## src/rtl/mlp_engine.sv

```systemverilog
// mlp_engine: sequential MLP engine, one shared MAC, weights streamed from a sync ROM.
// Ports: clk, rst (async active-low), cfg_layers, in_* stream, w_rd/w_addr/w_data ROM,
//        out_* stream with out_last, busy, done.  Option macro: MLP_OUT_RELU_EN.
module mlp_engine #(
    parameter int DATA_WIDTH = 16,
    parameter int FRAC_BITS  = 8,
    parameter int DIM        = 8,
    parameter int NUM_LAYERS = 3,
    parameter int ACC_WIDTH  = 40,
    parameter int WADDR_W    = $clog2(NUM_LAYERS*DIM*(DIM+1))
) (
    input  logic                  clk,
    input  logic                  rst,
    input  logic [3:0]            cfg_layers,
    input  logic                  in_valid,
    output logic                  in_ready,
    input  logic [DATA_WIDTH-1:0] in_data,
    output logic                  w_rd,
    output logic [WADDR_W-1:0]    w_addr,
    input  logic [DATA_WIDTH-1:0] w_data,
    output logic                  out_valid,
    input  logic                  out_ready,
    output logic [DATA_WIDTH-1:0] out_data,
    output logic                  out_last,
    output logic                  busy,
    output logic                  done
);

    localparam int IW = (DIM > 1) ? $clog2(DIM) : 1;
    localparam int KW = $clog2(DIM + 2);
    localparam int DW = DATA_WIDTH;
    localparam logic [3:0] NL = 4'(NUM_LAYERS);
    localparam logic signed [ACC_WIDTH-1:0] SAT_MAX =
        {{(ACC_WIDTH-DW+1){1'b0}}, {(DW-1){1'b1}}};
    localparam logic signed [ACC_WIDTH-1:0] SAT_MIN =
        {{(ACC_WIDTH-DW+1){1'b1}}, {(DW-1){1'b0}}};

    typedef enum logic [1:0] {
        S_LOAD,
        S_COMPUTE,
        S_OUTPUT
    } state_t;

    state_t r_state;
    state_t w_state_nxt;

    logic [IW-1:0]      r_beat;
    logic [IW-1:0]      r_neuron;
    logic [IW-1:0]      r_out;
    logic [KW-1:0]      r_k;
    logic [3:0]         r_layer;
    logic [3:0]         r_nlayers;
    logic [WADDR_W-1:0] r_addr;
    logic signed [ACC_WIDTH-1:0] r_acc;
    logic signed [DW-1:0] r_buf_a [DIM];
    logic signed [DW-1:0] r_buf_b [DIM];

    logic                  w_in_fire;
    logic                  w_last_beat;
    logic                  w_k_last;
    logic                  w_neuron_last;
    logic                  w_final_layer;
    logic                  w_out_last;
    logic                  w_rd_int;
    logic [IW-1:0]         w_xidx;
    logic signed [DW-1:0]  w_x;
    logic signed [2*DW-1:0] w_prod;
    logic signed [ACC_WIDTH-1:0] w_acc_sum;
    logic signed [ACC_WIDTH-1:0] w_shift;
    logic signed [DW-1:0]  w_res;
    logic                  w_relu;
    logic [3:0]            w_cfg;
    logic signed [DW-1:0]  w_out_val;

    assign w_in_fire     = (r_state == S_LOAD) && in_valid;
    assign w_last_beat   = (r_beat == IW'(DIM - 1));
    assign w_k_last      = (r_k == KW'(DIM + 1));
    assign w_neuron_last = (r_neuron == IW'(DIM - 1));
    assign w_final_layer = (r_layer == (r_nlayers - 4'd1));
    assign w_out_last    = (r_out == IW'(DIM - 1));
    assign w_rd_int      = (r_state == S_COMPUTE) && !w_k_last;

    assign w_cfg = ((cfg_layers == 4'd0) || (cfg_layers > NL)) ? NL : cfg_layers;

    // ROM word k arrives at cycle k+1, so at cycle k the weight pairs with x[k-2].
    assign w_xidx    = IW'(r_k - KW'(2));
    assign w_x       = r_layer[0] ? r_buf_b[w_xidx] : r_buf_a[w_xidx];
    assign w_prod    = $signed(w_data) * w_x;
    assign w_acc_sum = r_acc + ACC_WIDTH'(w_prod);
    assign w_shift   = w_acc_sum >>> FRAC_BITS;

`ifdef MLP_OUT_RELU_EN
    assign w_relu = 1'b1;
`else
    assign w_relu = !w_final_layer;
`endif

    always_comb begin
        w_res = w_shift[DW-1:0];
        if (w_shift > SAT_MAX) begin
            w_res = {1'b0, {(DW-1){1'b1}}};
        end else if (w_shift < SAT_MIN) begin
            w_res = {1'b1, {(DW-1){1'b0}}};
        end
        if (w_relu && w_res[DW-1]) begin
            w_res = '0;
        end
    end

    // Odd layer counts leave the result in B, even counts in A.
    assign w_out_val = r_nlayers[0] ? r_buf_b[r_out] : r_buf_a[r_out];

    always_ff @(posedge clk or negedge rst) begin
        if (!rst) begin
            r_state <= S_LOAD;
        end else begin
            r_state <= w_state_nxt;
        end
    end

    always_comb begin
        w_state_nxt = r_state;
        unique case (r_state)
            S_LOAD: begin
                if (w_in_fire && w_last_beat) begin
                    w_state_nxt = S_COMPUTE;
                end
            end
            S_COMPUTE: begin
                if (w_k_last && w_neuron_last && w_final_layer) begin
                    w_state_nxt = S_OUTPUT;
                end
            end
            S_OUTPUT: begin
                if (out_ready && w_out_last) begin
                    w_state_nxt = S_LOAD;
                end
            end
            default: w_state_nxt = S_LOAD;
        endcase
    end

    always_ff @(posedge clk or negedge rst) begin
        if (!rst) begin
            r_beat    <= '0;
            r_neuron  <= '0;
            r_out     <= '0;
            r_k       <= '0;
            r_layer   <= '0;
            r_nlayers <= NL;
            r_addr    <= '0;
            r_acc     <= '0;
            for (int i = 0; i < DIM; i++) begin
                r_buf_a[i] <= '0;
                r_buf_b[i] <= '0;
            end
        end else begin
            unique case (r_state)
                S_LOAD: begin
                    r_addr <= '0;
                    if (w_in_fire) begin
                        r_buf_a[r_beat] <= $signed(in_data);
                        if (r_beat == '0) begin
                            r_nlayers <= w_cfg;
                        end
                        r_beat <= w_last_beat ? '0 : r_beat + 1'b1;
                    end
                end
                S_COMPUTE: begin
                    if (w_rd_int) begin
                        r_addr <= r_addr + 1'b1;
                    end
                    if (r_k == KW'(1)) begin
                        r_acc <= ACC_WIDTH'($signed(w_data)) <<< FRAC_BITS;
                    end else if (r_k > KW'(1)) begin
                        r_acc <= w_acc_sum;
                    end
                    if (w_k_last) begin
                        r_k <= '0;
                        if (r_layer[0]) begin
                            r_buf_a[r_neuron] <= w_res;
                        end else begin
                            r_buf_b[r_neuron] <= w_res;
                        end
                        if (w_neuron_last) begin
                            r_neuron <= '0;
                            r_layer  <= w_final_layer ? 4'd0 : r_layer + 4'd1;
                        end else begin
                            r_neuron <= r_neuron + 1'b1;
                        end
                    end else begin
                        r_k <= r_k + 1'b1;
                    end
                end
                S_OUTPUT: begin
                    r_addr <= '0;
                    if (out_ready) begin
                        r_out <= w_out_last ? '0 : r_out + 1'b1;
                    end
                end
                default: r_addr <= '0;
            endcase
        end
    end

    assign in_ready  = (r_state == S_LOAD);
    assign busy      = (r_state != S_LOAD);
    assign w_rd      = w_rd_int;
    assign w_addr    = r_addr;
    assign out_valid = (r_state == S_OUTPUT);
    assign out_data  = out_valid ? w_out_val : '0;
    assign out_last  = out_valid && w_out_last;
    assign done      = out_valid && out_ready && w_out_last;

endmodule

```

## config.mk

```make
export PLATFORM = sky130hd
export DESIGN_NAME = mlp_engine
export DESIGN_NICKNAME = d
export VERILOG_FILES = /design/src/rtl/mlp_engine.sv
export SDC_FILE = /design/constraint.sdc
export NUM_CORES = 2
export LEC_CHECK = 0
export BUFFER_PORTS_ARGS = -buffer_cell sky130_fd_sc_hd__buf_2
export CAP_MARGIN = 20
export CORE_MARGIN = 5
export CORE_UTILIZATION = 25
export DETAILED_ROUTE_END_ITERATION = 7
export PLACE_DENSITY_LB_ADDON = 0.3
export SETUP_SLACK_MARGIN = 0.2
export SLEW_MARGIN = 40
export SYNTH_ARGS = -nofsm -noshare
export SYNTH_HDL_FRONTEND = slang
export SYNTH_SLANG_ARGS = --single-unit
```

## constraint.sdc

```tcl
create_clock -name clk -period 13.63 [get_ports clk]
set_clock_uncertainty 0.05 [all_clocks]
set_input_delay 2.0445 -clock clk [delete_from_list [all_inputs] [get_ports clk]]
set_output_delay 2.0445 -clock clk [all_outputs]
set_load 0.02 [all_outputs]
```

==> results.py <==
metrics = {
    "status": {
        "status": "finished, final reports clean",
    },
    "timing": {
        "layout_min_cycle_time_ns": 11.01,
        "setup_tns_ns": 0,
        "rsz0062_at_grt": "no",
        "slew_viol_final": 0,
        "clock.fmax_mhz": 90.82,
        "relSlewSlack_pct": 37.51,
        "final_hold_viol_count": 0,
        "worst_slew_pin_slew_ns": 0.9350,
        "min_period_over_period_pct": 80.79,
        "setup_viol_count_final": 0,
        "finalWorstSetupSlack_ns": 2.619,
    },
    "clock_network": {
        "clkSinkCount": 327,
        "cts_resized": 0,
        "clk_pin_slew_ns": 0.06,
        "cts_tree": "built",
        "cts_buffers": 40,
        "ctsRootBufferMaster": "clkbuf_16",
        "clock_latency_ns": 0.59,
        "cts_setup_buffers": 0,
        "hold_buffers": 0,
        "clockBufferDepth": 3,
        "htree_levels": 2,
    },
    "global_routing": {
        "grt_pass1_wl_um": 158100,
        "overflow": 0,
        "grt_max_degree": 98,
        "grt_use_total_pct": 15.47,
        "grt_pass1_vias": 24420,
        "antenna_found_initial": 16,
    },
    "worst_hold_path": {
        "hold_path_class": "register to register",
        "hold_end": "r_acc[23]",
        "min_from": "r_acc[23]",
        "whs_path_depth": 2,
    },
    "synth": {
        "ys_seq_elements": 327,
        "postSynthAreaPerCell_um2": 9.996,
        "synthArstFlopShare_pct": 100.0,
        "ys_types": 79,
        "synthCells": 3106,
        "yosys_warnings": 0,
        "synth.yosys.seq_area_share_pct": 26.36,
        "ys.flop_type": "dfrtp_1",
        "syn_nets": 3602,
        "synth_edf_count": 0,
        "synthesis.area_um2": 31050,
    },
    "floorplan": {
        "initial_core_util_pct": 25.15,
        "die_y_um": 362.4,
        "boundaryPins": 70,
        "rows": 129,
        "dieArea_um2": 131300,
        "core_um2": 123500,
        "die_w_um": 362.4,
    },
    "detailed_routing": {
        "vias": 23670,
        "antenna_left": 0,
        "vias_per_cell": 5.032,
        "routed_wl_um": 102100,
        "dr.pass1.iters": 6,
        "wl_per_cell_um": 21.70,
        "drtIter0Drc": 2150,
        "drc": 0,
    },
    "final_layout": {
        "drive_above_1_share_pct": 14.01,
        "nets": 3529,
        "final_common_cell": "inv_1",
        "area_growth_pct": 10.84,
        "final_cell_mix": "403 x inv_1, 372 x nand2_1, 330 x fa_1",
    },
    "placement": {
        "portBuffers": 69,
        "place_congestion": 0.8281,
        "place_ws_ns": 2.574,
        "dp_hpwl_um": 71240,
    },
    "setup_path": {
        "r2r_end": "r_buf_a[40]",
        "cp.required_ns": 14.00,
        "critPathCaptureType": "register",
        "arrival_ns": 11.38,
        "crit_path_max_incr_delay_ns": 0.89,
        "r2r_slack_ns": 2.62,
        "worst-r2r-cell-count": 27,
        "timing.rr.start": "r_k[1]",
        "crit_type": "register to register",
        "crit_path_max_fanout": 46,
        "crit_path_start_kind": "register",
        "cpMaxStageDelayCell": "o22ai_2",
    },
    "flow_run": {
        "cap_violations": 0,
    },
}
[sequential cells by signal, indices dropped and copies added (netlist names)]
signal and cells:
r_buf_b 128, r_state 2, r_neuron 3, r_out 3, r_nlayers 4, r_acc 40, r_buf_a 128, r_k 4
w_addr 8, r_layer 4, r_beat 3
[critical path: cells and delay by family (launching register included)]
| family | cells | cell delay (ns) |
|---|---|---|
| multiplexers | 2 | 1.15 |
| flip-flops | 1 | 0.70 |
| buffers and inverters | 7 | 1.14 |
| AND/OR/NAND/NOR | 4 | 1.55 |
| adder cells (fa/ha/maj) | 7 | 3.81 |
| AO/OA/AOI/OAI | 7 | 2.36 |
[per-layer routing]
| metal | GRT usage [%] | wire length [µm] |
|---|---|---|
| met1 | 21.94 | 45680 |
| met2 | 25.20 | 47720 |
| met3 | 2.100 | 6015 |
| met4 | 3.547 | 2649 |
| met5 | 0 | 0 |
[worst max-delay path by stage]
stage            from      endpoint  slack, ns  cells after the start
6_report       r_k[1]   r_buf_a[40]       2.62                     27
5_1_grt        r_k[0]   r_buf_a[68]       2.09                     24
4_1_cts        r_k[0]   r_buf_a[40]       2.53                     24
3_5_place_dp   r_k[0]   r_buf_a[40]       2.57                     24
3_3_place_gp   r_k[0]  r_buf_a[118]       2.61                     26
2_1_floorplan  r_k[0]  r_buf_a[123]       3.93                     34
[final cells by class]
type	count	area, µm²
Sequential cell	327	8202
Tap cell	1637	2048
Multi-Input combinational cell	2144	20540
Clock inverter	16	175.2
Clock buffer	55	1117
Timing Repair Buffer	115	799.5
Fill cell	13000	89060
Inverter	405	1520
Antenna cell	5	12.51
[kinds of logic (layout without fill, tap and decap cells)]
logic type / count (synthesis) / count (layout) / synth area share (%)
AND/OR/NAND/NOR: 952 / 952 / 14.61
buffers and inverters: 635 / 591 / 8.011
AO/OA/AOI/OAI: 515 / 515 / 11.28
adder cells (fa/ha/maj): 456 / 456 / 26.36
flip-flops: 327 / 327 / 26.36
multiplexers: 170 / 170 / 11.92
XOR/XNOR: 51 / 51 / 1.463
other: 0 / 5 / 0
[through the flow]
stage / instance area [µm²] / utilization [%] / cells / hold WS [ns]
2_1_floorplan: 31050 / - / 3106 / 0.3953
3_3_place_gp: 32910 / 26.65 / 4622 / 0.4130
3_5_place_dp: 33100 / 26.81 / 4628 / 0.4172
4_1_cts: 34390 / 27.85 / 4699 / 0.4349
5_1_grt: 34400 / 27.86 / 4699 / 0.4693
6_report: 34410 / 27.87 / 4704 / 0.4379
[cells in the mapped netlist, types with 18 or more instances]
master	n	share of area, %
a21oi_1	110	1.8
a22oi_1	20	0.48
and2_1	175	3.5
buf_1	33	0.40
buf_2	20	0.32
clkbuf_1	165	2.0
dfrtp_1	325	26
fa_1	330	21
ha_1	126	5.1
inv_1	405	4.9
mux4_2	159	12
nand2_1	376	4.5
nand3_1	131	2.1
nand4_1	18	0.36
nor2_1	148	1.8
nor3_1	26	0.42
o21ai_0	110	1.8
o21ai_1	62	1.0
o221ai_1	89	2.5
xnor2_1	28	0.79
xor2_1	22	0.62
Power is not shown: default switching activity piles up to over one toggle a cycle in this logic, so the estimate is an artifact.
